===== config.mk =====
export PLATFORM = sky130hd
export DESIGN_NAME = pipe_skid_reg
export DESIGN_NICKNAME = d
export VERILOG_FILES = /design/src/rtl/pipe_skid_reg.sv
export SDC_FILE = /design/constraint.sdc
export NUM_CORES = 1
export LEC_CHECK = 0
export CAP_MARGIN = 30
export CORE_ASPECT_RATIO = 1.1
export CORE_MARGIN = 4
export CORE_UTILIZATION = 30
export DETAILED_ROUTE_END_ITERATION = 16
export PLACE_DENSITY_LB_ADDON = 0.1
export SLEW_MARGIN = 20
export SYNTH_ARGS = -nofsm -noshare
export SYNTH_HDL_FRONTEND = slang
export SYNTH_SLANG_ARGS = --single-unit
export TNS_END_PERCENT = 30

===== constraint.sdc =====
create_clock -name clk -period 3.4 [get_ports clk]
set_input_delay 0.68 -clock clk [delete_from_list [all_inputs] [get_ports clk]]
set_output_delay 0.68 -clock clk [all_outputs]
set_load 0.01 [all_outputs]

===== src/rtl/pipe_skid_reg.sv =====
// Two-entry elastic pipeline register (main + skid) with registered in_ready/out_valid.
// Optional stall/drop counters are built when PIPE_SKID_STATS_EN is defined.
module pipe_skid_reg #(
  parameter int unsigned CTRL_W            = 9,
  parameter int unsigned DATA_W            = 32,
  parameter bit          CLR_DATA_ON_FLUSH = 1'b1
) (
  input  logic              clk,
  input  logic              reset,
  input  logic              flush,
  input  logic              in_valid,
  output logic              in_ready,
  input  logic [CTRL_W-1:0] in_ctrl,
  input  logic [DATA_W-1:0] in_data,
  output logic              out_valid,
  input  logic              out_ready,
  output logic [CTRL_W-1:0] out_ctrl,
  output logic [DATA_W-1:0] out_data,
  output logic [1:0]        occupancy,
  output logic [1:0]        dbg_state
`ifdef PIPE_SKID_STATS_EN
  ,
  output logic [15:0]       stall_cnt,
  output logic [7:0]        drop_cnt
`endif
);

  // Handshake: a beat moves on a rising edge where valid and ready are both 1;
  // valid never depends on ready, and a stalled beat must hold its payload.
  typedef enum logic [1:0] {
    ST_EMPTY   = 2'b00,
    ST_ONE     = 2'b01,
    ST_ILLEGAL = 2'b10,
    ST_FULL    = 2'b11
  } state_e;

  logic              main_valid_q, main_valid_d;
  logic [CTRL_W-1:0] main_ctrl_q,  main_ctrl_d;
  logic [DATA_W-1:0] main_data_q,  main_data_d;
  logic              skid_valid_q, skid_valid_d;
  logic [CTRL_W-1:0] skid_ctrl_q,  skid_ctrl_d;
  logic [DATA_W-1:0] skid_data_q,  skid_data_d;
  state_e            state;
  logic              acc;
  logic              pop;

  assign state     = state_e'({skid_valid_q, main_valid_q});
  assign dbg_state = state;
  assign in_ready  = ~skid_valid_q;
  assign out_valid = main_valid_q;
  assign out_ctrl  = main_valid_q ? main_ctrl_q : '0;
  assign out_data  = main_data_q;
  assign occupancy = {1'b0, main_valid_q} + {1'b0, skid_valid_q};
  assign acc       = in_valid & in_ready;
  assign pop       = main_valid_q & out_ready;

  always_ff @(posedge clk or posedge reset) begin
    if (reset) begin
      main_valid_q <= 1'b0;
      main_ctrl_q  <= '0;
      main_data_q  <= '0;
      skid_valid_q <= 1'b0;
      skid_ctrl_q  <= '0;
      skid_data_q  <= '0;
    end else begin
      main_valid_q <= main_valid_d;
      main_ctrl_q  <= main_ctrl_d;
      main_data_q  <= main_data_d;
      skid_valid_q <= skid_valid_d;
      skid_ctrl_q  <= skid_ctrl_d;
      skid_data_q  <= skid_data_d;
    end
  end

  always_comb begin
    main_valid_d = main_valid_q;
    main_ctrl_d  = main_ctrl_q;
    main_data_d  = main_data_q;
    skid_valid_d = skid_valid_q;
    skid_ctrl_d  = skid_ctrl_q;
    skid_data_d  = skid_data_q;
    if (flush) begin
      main_valid_d = 1'b0;
      main_ctrl_d  = '0;
      skid_valid_d = 1'b0;
      skid_ctrl_d  = '0;
      if (CLR_DATA_ON_FLUSH) begin
        main_data_d = '0;
        skid_data_d = '0;
      end
    end else begin
      unique case (state)
        ST_EMPTY: begin
          if (acc) begin
            main_valid_d = 1'b1;
            main_ctrl_d  = in_ctrl;
            main_data_d  = in_data;
          end
        end
        ST_ONE: begin
          if (acc && pop) begin
            main_ctrl_d = in_ctrl;
            main_data_d = in_data;
          end else if (acc) begin
            skid_valid_d = 1'b1;
            skid_ctrl_d  = in_ctrl;
            skid_data_d  = in_data;
          end else if (pop) begin
            main_valid_d = 1'b0;
          end
        end
        ST_FULL: begin
          // in_ready is low here, so only the downstream side can move.
          if (pop) begin
            main_ctrl_d  = skid_ctrl_q;
            main_data_d  = skid_data_q;
            skid_valid_d = 1'b0;
          end
        end
        default: begin
          main_valid_d = 1'b0;
          skid_valid_d = 1'b0;
        end
      endcase
    end
  end

`ifdef PIPE_SKID_STATS_EN
  logic [15:0] stall_cnt_q;
  logic [7:0]  drop_cnt_q;
  logic [8:0]  drop_sum;

  assign drop_sum  = {1'b0, drop_cnt_q} + {7'b0, occupancy};
  assign stall_cnt = stall_cnt_q;
  assign drop_cnt  = drop_cnt_q;

  always_ff @(posedge clk or posedge reset) begin
    if (reset) begin
      stall_cnt_q <= '0;
      drop_cnt_q  <= '0;
    end else begin
      if (main_valid_q && !out_ready && stall_cnt_q != 16'hFFFF)
        stall_cnt_q <= stall_cnt_q + 16'd1;
      if (flush)
        drop_cnt_q <= drop_sum[8] ? 8'hFF : drop_sum[7:0];
    end
  end
`endif

`ifndef SYNTHESIS
  a_hold_stalled_beat: assert property (@(posedge clk) disable iff (reset)
    (in_valid && !in_ready) |=> (!in_valid || ($stable(in_ctrl) && $stable(in_data))))
    else $error("pipe_skid_reg: upstream changed a stalled beat");
  a_no_illegal_state: assert property (@(posedge clk) disable iff (reset)
    !(skid_valid_q && !main_valid_q))
    else $error("pipe_skid_reg: skid held without main entry");
`endif

endmodule


==> impl_metrics.env, run 1 <==
export IMPL_seq_area_frac_synth_pct=47.19
export IMPL_synthesis_nets=486
export IMPL_num_io_pins=93
export IMPL_setup_tns_ns=0
export IMPL_fmax_mhz=385.4
export IMPL_num_nets_final=556
export IMPL_portBuffers=92
export IMPL_min_period_ns=2.595
export IMPL_rows=46
export IMPL_drc=0
export IMPL_required_ns=2.72
export IMPL_setup_worst_path_class="flop to output pin"
export IMPL_area_delta_synth_final_pct=30.00
export IMPL_maxCapViolCount=0
export IMPL_synth_compound_area_share_pct=14.94
export IMPL_ys_types=32
export IMPL_insertion_delay_ns=0.34
export IMPL_synthSimpleGateAreaFrac_pct=21.60
export IMPL_hold_violations=0
export IMPL_yosysTopAreaCellShare_pct=47.19
export IMPL_synth_area_leaders="dfrtp_1 47%, mux2i_1 9.2%, a311o_1 7.4%"
export IMPL_synth_mux_area_share_pct=9.466
export IMPL_synth_top_area_cell="dfrtp_1"
export IMPL_critPathArrivalTime_ns=1.91
export IMPL_path_max_fanout=17
export IMPL_relSlewSlack_pct=49.69
export IMPL_avgSynthCellArea_um2=10.19
export IMPL_postSynthCellCount=437
export IMPL_fillers=1438
export IMPL_layout_common_cells="91 x clkdlybuf4s50_1, 84 x dfrtp_1, 82 x nand2_1"
export IMPL_p_per_area_mw_per_mm2=521.5
export IMPL_cts_resized=0
export IMPL_register_area_mm2=0.002102
export IMPL_status="finished, final reports clean"
export IMPL_clkSinkCount=84
export IMPL_wire_per_inst_um=17.08
export IMPL_overflow=0
export IMPL_dieArea_mm2=0.01686
export IMPL_peakVddDrop_mv=0.2061
export IMPL_grt_max_degree=46
export IMPL_final_common_cell="clkdlybuf4s50_1"
export IMPL_drt_iter0_markers=217
export IMPL_design_area_mm2=0.005791
export IMPL_clkTransAtPathRegs_ns=0.06
export IMPL_antenna_found_initial=0
export IMPL_synth_top_family_by_area="simple AND/OR/NAND/NOR gates"
export IMPL_antenna_diode_count=0
export IMPL_htree_num_levels=3
export IMPL_leakage_nw=2.213
export IMPL_ys_ff_latch=84
export IMPL_synthAdderAreaFrac_pct=0.8427
export IMPL_numCtsBuffers=9
export IMPL_hold_buffers=0
export IMPL_die_h_um=135.8
export IMPL_wl_um=12020
export IMPL_fp_dieW_um=124.2
export IMPL_syn_cell_area_mm2=0.004454
export IMPL_post_cts_buffers=0
export IMPL_initial_core_util_pct=30.71
export IMPL_grt_pass1_vias=3641
export IMPL_routed_via_density=5.041
export IMPL_cts_tree="yes"
export IMPL_finalWeightedCongestion=0.7547
export IMPL_finalSetupViolations=0
export IMPL_finClkSkew_ns=0.006767
export IMPL_place_hpwl_um=7749
export IMPL_rsz0062_at_grt="no"
export IMPL_final_util_pct=39.92
export IMPL_num_vias=3549
export IMPL_grt_pass1_wl_um=19740
export IMPL_yosys_warnings=0
export IMPL_dr_pass1_iters=4
export IMPL_grt_util_all_layers_pct=15.04
export IMPL_tightest_slew_ns=0.7547
export IMPL_drive_gt1_share_pct=11.13
export IMPL_final_antenna_net_count=0
export IMPL_min_period_over_period_pct=76.32
export IMPL_min_path_type="flop to flop"
export IMPL_critPathLaunchType="flop"
export IMPL_multi_input_area_mm2=0.002106
export IMPL_dpl_cell_area_mm2=0.005502
export IMPL_cp_end_kind="output pin"
export IMPL_cts_root_buf="clkbuf_16"
export IMPL_core_mm2=0.01450
export IMPL_cts_path_max_buffers=2
export IMPL_slew_violations=0
export IMPL_synth_xor_area_share_pct=0
[kinds of logic (layout without fill, tap and decap cells)]
family                   count (synthesis)  after routing
AND/OR/NAND/NOR                        167            167
buffers and inverters                   50            125
flip-flops                              84             84
AO/OA/AOI/OAI                           91             91
adder cells (fa/ha/maj)                  3              3
multiplexers                            42             42
[metrics by stage]
stage               power, mW  hold WS, ns  std cells  setup WS, ns
floorplan               1.727       0.5010        437        0.5549
global placement        2.094       0.4747        688        0.6935
detailed placement      2.106       0.4730        688        0.6149
CTS                     3.075       0.4981        704        0.7556
global route            3.206       0.5036        704        0.6565
finish                  3.020       0.4925        704        0.8053
[sequential cells by signal, summed over array words and instances (netlist names)]
| signal | cells |
|---|---|
| skid_data_q | 32 |
| out_data | 32 |
| main_ctrl_q | 9 |
| skid_ctrl_q | 9 |
| out_valid | 1 |
| skid_valid_q | 1 |
[path summary, 6_finish.rpt]
kind | startpoint | endpoint | slack [ns] | depth (start not counted)
setup / recovery | out_valid | occupancy[0] | 0.81 | 3
hold / removal | out_data[12] | out_data[12] | 0.49 | 1
setup reg to reg | out_valid | out_data[19] | 0.89 | 5
hold reg to reg | out_data[12] | out_data[12] | 0.49 | 1
max in group asynchronous | reset | out_data[24] | 1.92 | 3
min in group asynchronous | reset | out_data[13] | 0.69 | 2
[routing by layer]
metal | vias to the layer above | routed length, um | global-route usage [%]
li1 | 1706 | - | -
met1 | 1748 | 5540 | 20.08
met2 | 80 | 5729 | 24.10
met3 | 15 | 559 | 3.091
met4 | 0 | 193 | 5.417
met5 | - | 0 | 0
[cell usage after synthesis (all sizes together)]
library cell	count
ha	3
nand2	83
o2bb2ai	8
clkbuf	19
a31oi	1
a21o	2
or3	1
nor2b	2
and3	1
mux2	1
nor2	1
and2	42
inv	5
buf	26
o21ai	1
a311o	33
nand3	2
a21oi	44
mux2i	41
nand4b	1
a211oi	1
nand2b	1
a32o	1
nor4	33
dfrtp	84
[layout make-up]
| cell class | count | area share [%] |
|---|---|---|
| clock buffer | 12 | 4.602 |
| clock inverter | 4 | 0.3889 |
| inverter | 5 | 0.3457 |
| multi-input combinational | 303 | 36.37 |
| sequential | 84 | 36.30 |
| tap | 192 | 4.149 |
| timing repair buffer | 104 | 17.85 |
[worst max-delay path, cell delays in order, from the launching register on]
cell,delay [ns]
dfrtp_1,0.66
inv_1,0.10
ha_1,0.29
clkdlybuf4s50_1,0.53
[power by group]
part | internal [mW] | switching (mW) | leakage [nW] | total, mW
sequential | 1.13 | 0.0993 | 1.14 | 1.23
clock | 0.551 | 0.396 | 0.144 | 0.947
combinational | 0.407 | 0.436 | 0.924 | 0.843
Power figures use the tool's default switching activity.
==> inputs of run 2 (changes only) <==
clock period = 2.72 ns   (was 3.4 ns; I/O delays follow)
==> run 2 against run 1 <==
  * Sequential share of layout area fell by 0.47 points
  * Via count fell by 0.23%
  * First-iteration DRC count rose by 5.1%
  * Final area rose by 1.3%
  * Clock power rose by 32%
  * Critical path type unchanged
  * Global-route usage rose by 0.34 points
  * Sequential cell count did not move
  * Register-to-register slack got worse by 0.28 ns
  * Die area did not move
  * Clock-buffer cell count fell by 1
  * Total power rose by 28%
  * Largest power group unchanged
  * Critical path depth did not move
==> impl_metrics.env, run 2 (synthesized netlist as in run 1, its figures left out) <==
export IMPL_wl_um=12400
export IMPL_fmax_mhz=446.3
export IMPL_fin_cells=709
export IMPL_portBuffers=92
export IMPL_min_period_over_period_pct=82.38
export IMPL_rsz0062_at_grt="no"
export IMPL_hold_start="flush"
export IMPL_holdPathStages=2
export IMPL_area_delta_synth_final_pct=31.71
export IMPL_hold_buffers=0
export IMPL_drt_iter0_markers=228
export IMPL_cts_path_max_buffers=2
export IMPL_cts_root_buf="clkbuf_16"
export IMPL_path_max_fanout=13
export IMPL_power_total_mw=3.870
export IMPL_hold_slack_ns=0.4850
export IMPL_critPathLaunchType="flop"
export IMPL_relSlewSlack_pct=56.95
export IMPL_num_nets_final=561
export IMPL_placed_cells=693
export IMPL_finalWeightedCongestion=0.8052
export IMPL_finalSetupViolations=0
export IMPL_dieArea_mm2=0.01686
export IMPL_slew_violations=0
export IMPL_dr_pass1_iters=4
export IMPL_antenna_found_initial=0
export IMPL_num_io_pins=93
export IMPL_design_area_mm2=0.005867
export IMPL_wire_per_inst_um=17.49
export IMPL_holdPathEnd="out_valid"
export IMPL_leakage_nw=2.260
export IMPL_final_antenna_net_count=0
export IMPL_antenna_diode_count=0
export IMPL_place_ws_ns=0.3334
export IMPL_r2r_start="skid_valid_q"
export IMPL_p_per_area_mw_per_mm2=659.7
export IMPL_layout_common_cells="91 x clkdlybuf4s50_1, 84 x dfrtp_1, 82 x nand2_1"
export IMPL_rr_endpoint="out_data[31]"
export IMPL_num_vias=3541
export IMPL_drc=0
export IMPL_cts_resized=0
export IMPL_cp_end_kind="output pin"
export IMPL_core_mm2=0.01450
export IMPL_fp_dieW_um=124.2
export IMPL_tightest_slew_ns=0.6450
export IMPL_cts_tree="yes"
export IMPL_rows=46
export IMPL_clkTransAtPathRegs_ns=0.07
export IMPL_critPathArrivalTime_ns=1.70
export IMPL_place_hpwl_um=8090
export IMPL_final_common_cell="clkdlybuf4s50_1"
export IMPL_status="finished, final reports clean"
export IMPL_peakVddDrop_mv=0.3744
export IMPL_overflow=0
export IMPL_min_period_ns=2.241
export IMPL_dpl_cell_area_mm2=0.005564
export IMPL_insertion_delay_ns=0.34
export IMPL_finClkSkew_ns=0.008681
export IMPL_routed_via_density=4.994
export IMPL_ff2ff_setup_slack_ns=0.61
export IMPL_die_h_um=135.8
export IMPL_final_util_pct=40.45
export IMPL_fillers=1479
export IMPL_post_cts_buffers=0
export IMPL_grt_max_degree=37
export IMPL_maxCapViolCount=0
export IMPL_htree_num_levels=3
export IMPL_grt_util_all_layers_pct=15.38
export IMPL_grt_pass1_vias=3758
export IMPL_setup_tns_ns=0
export IMPL_worst_r2r_cell_count=7
export IMPL_required_ns=2.18
export IMPL_setup_worst_path_class="flop to output pin"
export IMPL_fin_ws_ns=0.4792
export IMPL_min_path_type="input port to flop"
export IMPL_numCtsBuffers=9
export IMPL_hold_violations=0
export IMPL_clkSinkCount=84
export IMPL_initial_core_util_pct=30.71
export IMPL_drive_gt1_share_pct=11.99
export IMPL_grt_pass1_wl_um=20040
run 2: cell count changes in the layout (fill, tap and decap cells not counted):
cell	before	now
buf_4	11	14
buf_12	2	4
bufinv_16	0	1
clkbuf_8	3	2
clkinv_2	4	5
clkinvlp_4	1	0
run 2: worst max-delay path, stage by stage, from the launching register on:
cell             delay, ns
dfrtp_1               0.43
buf_4                 0.21
and2_1                0.17
clkdlybuf4s50_1       0.54
run 2: where the power goes:
group          total, mW  internal (mW)  leakage, nW  switching (mW)
clock               1.25          0.755        0.155           0.496
combinational       1.09          0.527        0.961           0.561
sequential          1.53           1.41         1.14           0.118
run 2: worst max-delay path by stage:
stage               cells after the start      start  slack, ns              to
global route                            3  out_valid       0.36     out_ctrl[5]
global placement                        6   in_valid       0.35     out_data[9]
CTS                                     3  out_valid       0.42     out_ctrl[5]
floorplan                               1      reset       0.01  main_ctrl_q[0]
finish                                  3  out_valid       0.48     out_ctrl[5]
detailed placement                      6   in_valid       0.33     out_data[6]
run 2: layer usage:
layer / routed length [um] / global-route usage, %
met1: 5486 / 18.99
met2: 6257 / 26.71
met3: 566 / 4.428
met4: 90 / 3.043
met5: 0 / 0
run 2: area by class of cell:
class	count	area [um^2]	area share, %
Clock inverter	5	50.05	0.8531
Clock buffer	11	252.7	4.308
Sequential cell	84	2102	35.83
Timing Repair Buffer	109	1096	18.68
Inverter	5	20.02	0.3412
Tap cell	192	240.2	4.095
Multi-Input combinational cell	303	2106	35.89
==> inputs of run 3 (changes only) <==
clock period = 2.04 ns   (was 2.72 ns; I/O delays follow)
==> run 3 against run 2 <==
  * Sequential power rose by 33%
  * Clock skew barely moved
  * Final area rose by 1.9%
  * Worst setup slack got worse by 0.43 ns
  * Clock-buffer cell count rose by 1
  * Total power rose by 35%
  * Global-route usage fell by 0.19 points
  * Non-clock buffer count rose by 9
  * Combinational power rose by 39%
==> impl_metrics.env, run 3 (synthesized netlist as in run 1, its figures left out) <==
export IMPL_cts_root_buf="clkbuf_16"
export IMPL_dieArea_mm2=0.01686
export IMPL_holdPathStages=2
export IMPL_rows=46
export IMPL_fp_dieW_um=124.2
export IMPL_ff2ff_setup_slack_ns=0.05
export IMPL_grt_util_all_layers_pct=15.20
export IMPL_drt_iter0_markers=233
export IMPL_rsz0062_at_grt="yes"
export IMPL_grt_pass1_vias=3635
export IMPL_dr_pass1_iters=4
export IMPL_worst_r2r_cell_count=7
export IMPL_num_vias=3566
export IMPL_critPathArrivalTime_ns=2.21
export IMPL_wl_um=12270
export IMPL_layout_common_cells="88 x clkdlybuf4s50_1, 83 x dfrtp_1, 82 x nand2_1"
export IMPL_hold_violations=0
export IMPL_min_path_type="input port to flop"
export IMPL_clkSinkCount=84
export IMPL_portBuffers=92
export IMPL_clkTransAtPathRegs_ns=0.06
export IMPL_fmax_mhz=502.6
export IMPL_setup_worst_path_class="flop to flop"
export IMPL_status="finished, final reports clean"
export IMPL_tightest_slew_ns=0.6986
export IMPL_finalWeightedCongestion=0.8000
export IMPL_grt_pass1_wl_um=19750
export IMPL_routed_via_density=4.967
export IMPL_num_nets_final=570
export IMPL_drive_gt1_share_pct=13.50
export IMPL_antenna_found_initial=1
export IMPL_p_per_area_mw_per_mm2=876.0
export IMPL_hold_slack_ns=0.2821
export IMPL_die_h_um=135.8
export IMPL_final_common_cell="clkdlybuf4s50_1"
export IMPL_peakVddDrop_mv=0.2965
export IMPL_drc=0
export IMPL_critPathLaunchType="flop"
export IMPL_insertion_delay_ns=0.34
export IMPL_initial_core_util_pct=30.71
export IMPL_cts_path_max_buffers=2
export IMPL_finalSetupViolations=0
export IMPL_slew_violations=0
export IMPL_place_hpwl_um=7824
export IMPL_leakage_nw=2.325
export IMPL_multi_input_area_mm2=0.002110
export IMPL_area_delta_synth_final_pct=34.24
export IMPL_min_period_ns=1.990
export IMPL_htree_num_levels=3
export IMPL_antenna_diode_count=0
export IMPL_final_antenna_net_count=0
export IMPL_finClkSkew_ns=0.008718
export IMPL_fillers=1456
export IMPL_path_max_fanout=40
export IMPL_r2r_start="out_valid"
export IMPL_min_period_over_period_pct=97.53
export IMPL_hold_buffers=0
export IMPL_num_io_pins=93
export IMPL_power_total_mw=5.238
export IMPL_relSlewSlack_pct=53.42
export IMPL_wire_per_inst_um=17.09
export IMPL_holdPathEnd="out_valid"
export IMPL_register_area_mm2=0.002103
export IMPL_rr_endpoint="out_data[13]"
export IMPL_core_mm2=0.01450
export IMPL_overflow=0
export IMPL_hold_start="flush"
export IMPL_maxCapViolCount=0
export IMPL_required_ns=2.26
export IMPL_grt_max_degree=85
export IMPL_numCtsBuffers=9
export IMPL_cp_end_kind="flop"
export IMPL_cts_tree="yes"
-- run 3: cell count changes in the layout (fill, tap and decap cells not counted), sizes merged --
cell,previous run,this run
buf,18,27
clkinv,5,2
dlygate4sd2,0,3
clkdlybuf4s50,91,88
clkinvlp,0,2
clkbuf,11,12
-- run 3: timing repair --
item / CTS / global route
gates resized for setup: 7 / 1
setup endpoints to repair: 10 / 12
pin swaps: 0 / 2
setup buffers: 0 / 1
-- run 3: cell type report --
| cell class | instances | share of cell area (%) |
|---|---|---|
| multi-input cells | 303 | 35.28 |
| flip-flops and latches | 84 | 35.17 |
| clock inverters | 4 | 0.7951 |
| well taps | 192 | 4.018 |
| repair buffers | 118 | 20.07 |
| clock buffers | 12 | 4.290 |
| inverters | 5 | 0.3766 |
-- run 3: metal layers --
metal	GRT usage, %	wire length [um]	up-vias
met5	0	13	-
met4	5.843	202	2
met3	4.177	668	16
met2	24.46	5999	71
met1	19.35	5386	1745
li1	-	-	1732
-- run 3: how the worst max path moves through the flow --
stage                     startpoint           end  slack, ns
final                      out_valid  out_data[13]       0.05
after global routing       out_valid  out_data[13]     -0.005
after CTS                  out_valid   out_ctrl[6]      0.004
after floorplan            out_valid  out_data[13]      -0.01
after detailed placement   out_ready  out_data[13]      -0.14
after global placement     out_ready  out_data[13]      -0.11
-- run 3: per-stage QoR --
stage	area [um^2]	instances	util, %	setup slack, ns	setup TNS (ns)
2_1_floorplan	4458	437	-	-0.01378	-0.2755
3_3_place_gp	5645	701	38.92	-0.1113	-2.407
3_5_place_dp	5645	701	38.92	-0.1448	-3.593
4_1_cts	5964	717	41.12	0.003510	0
5_1_grt	5979	718	41.23	-0.005280	-0.005280
6_report	5979	718	41.23	0.05040	0
-- run 3: power breakdown --
part           switching (mW)  internal (mW)
sequential              0.157           1.88
clock                   0.661           1.01
combinational           0.764          0.760
-- run 3: worst max-delay path, stage by stage (launching register included) --
cell and delay, ns:
dfrtp_2 0.44, buf_4 0.16, ha_4 0.18, nor2_1 0.14, mux2_4 0.25, buf_16 0.24, nor4_1 0.10, a311o_1 0.35
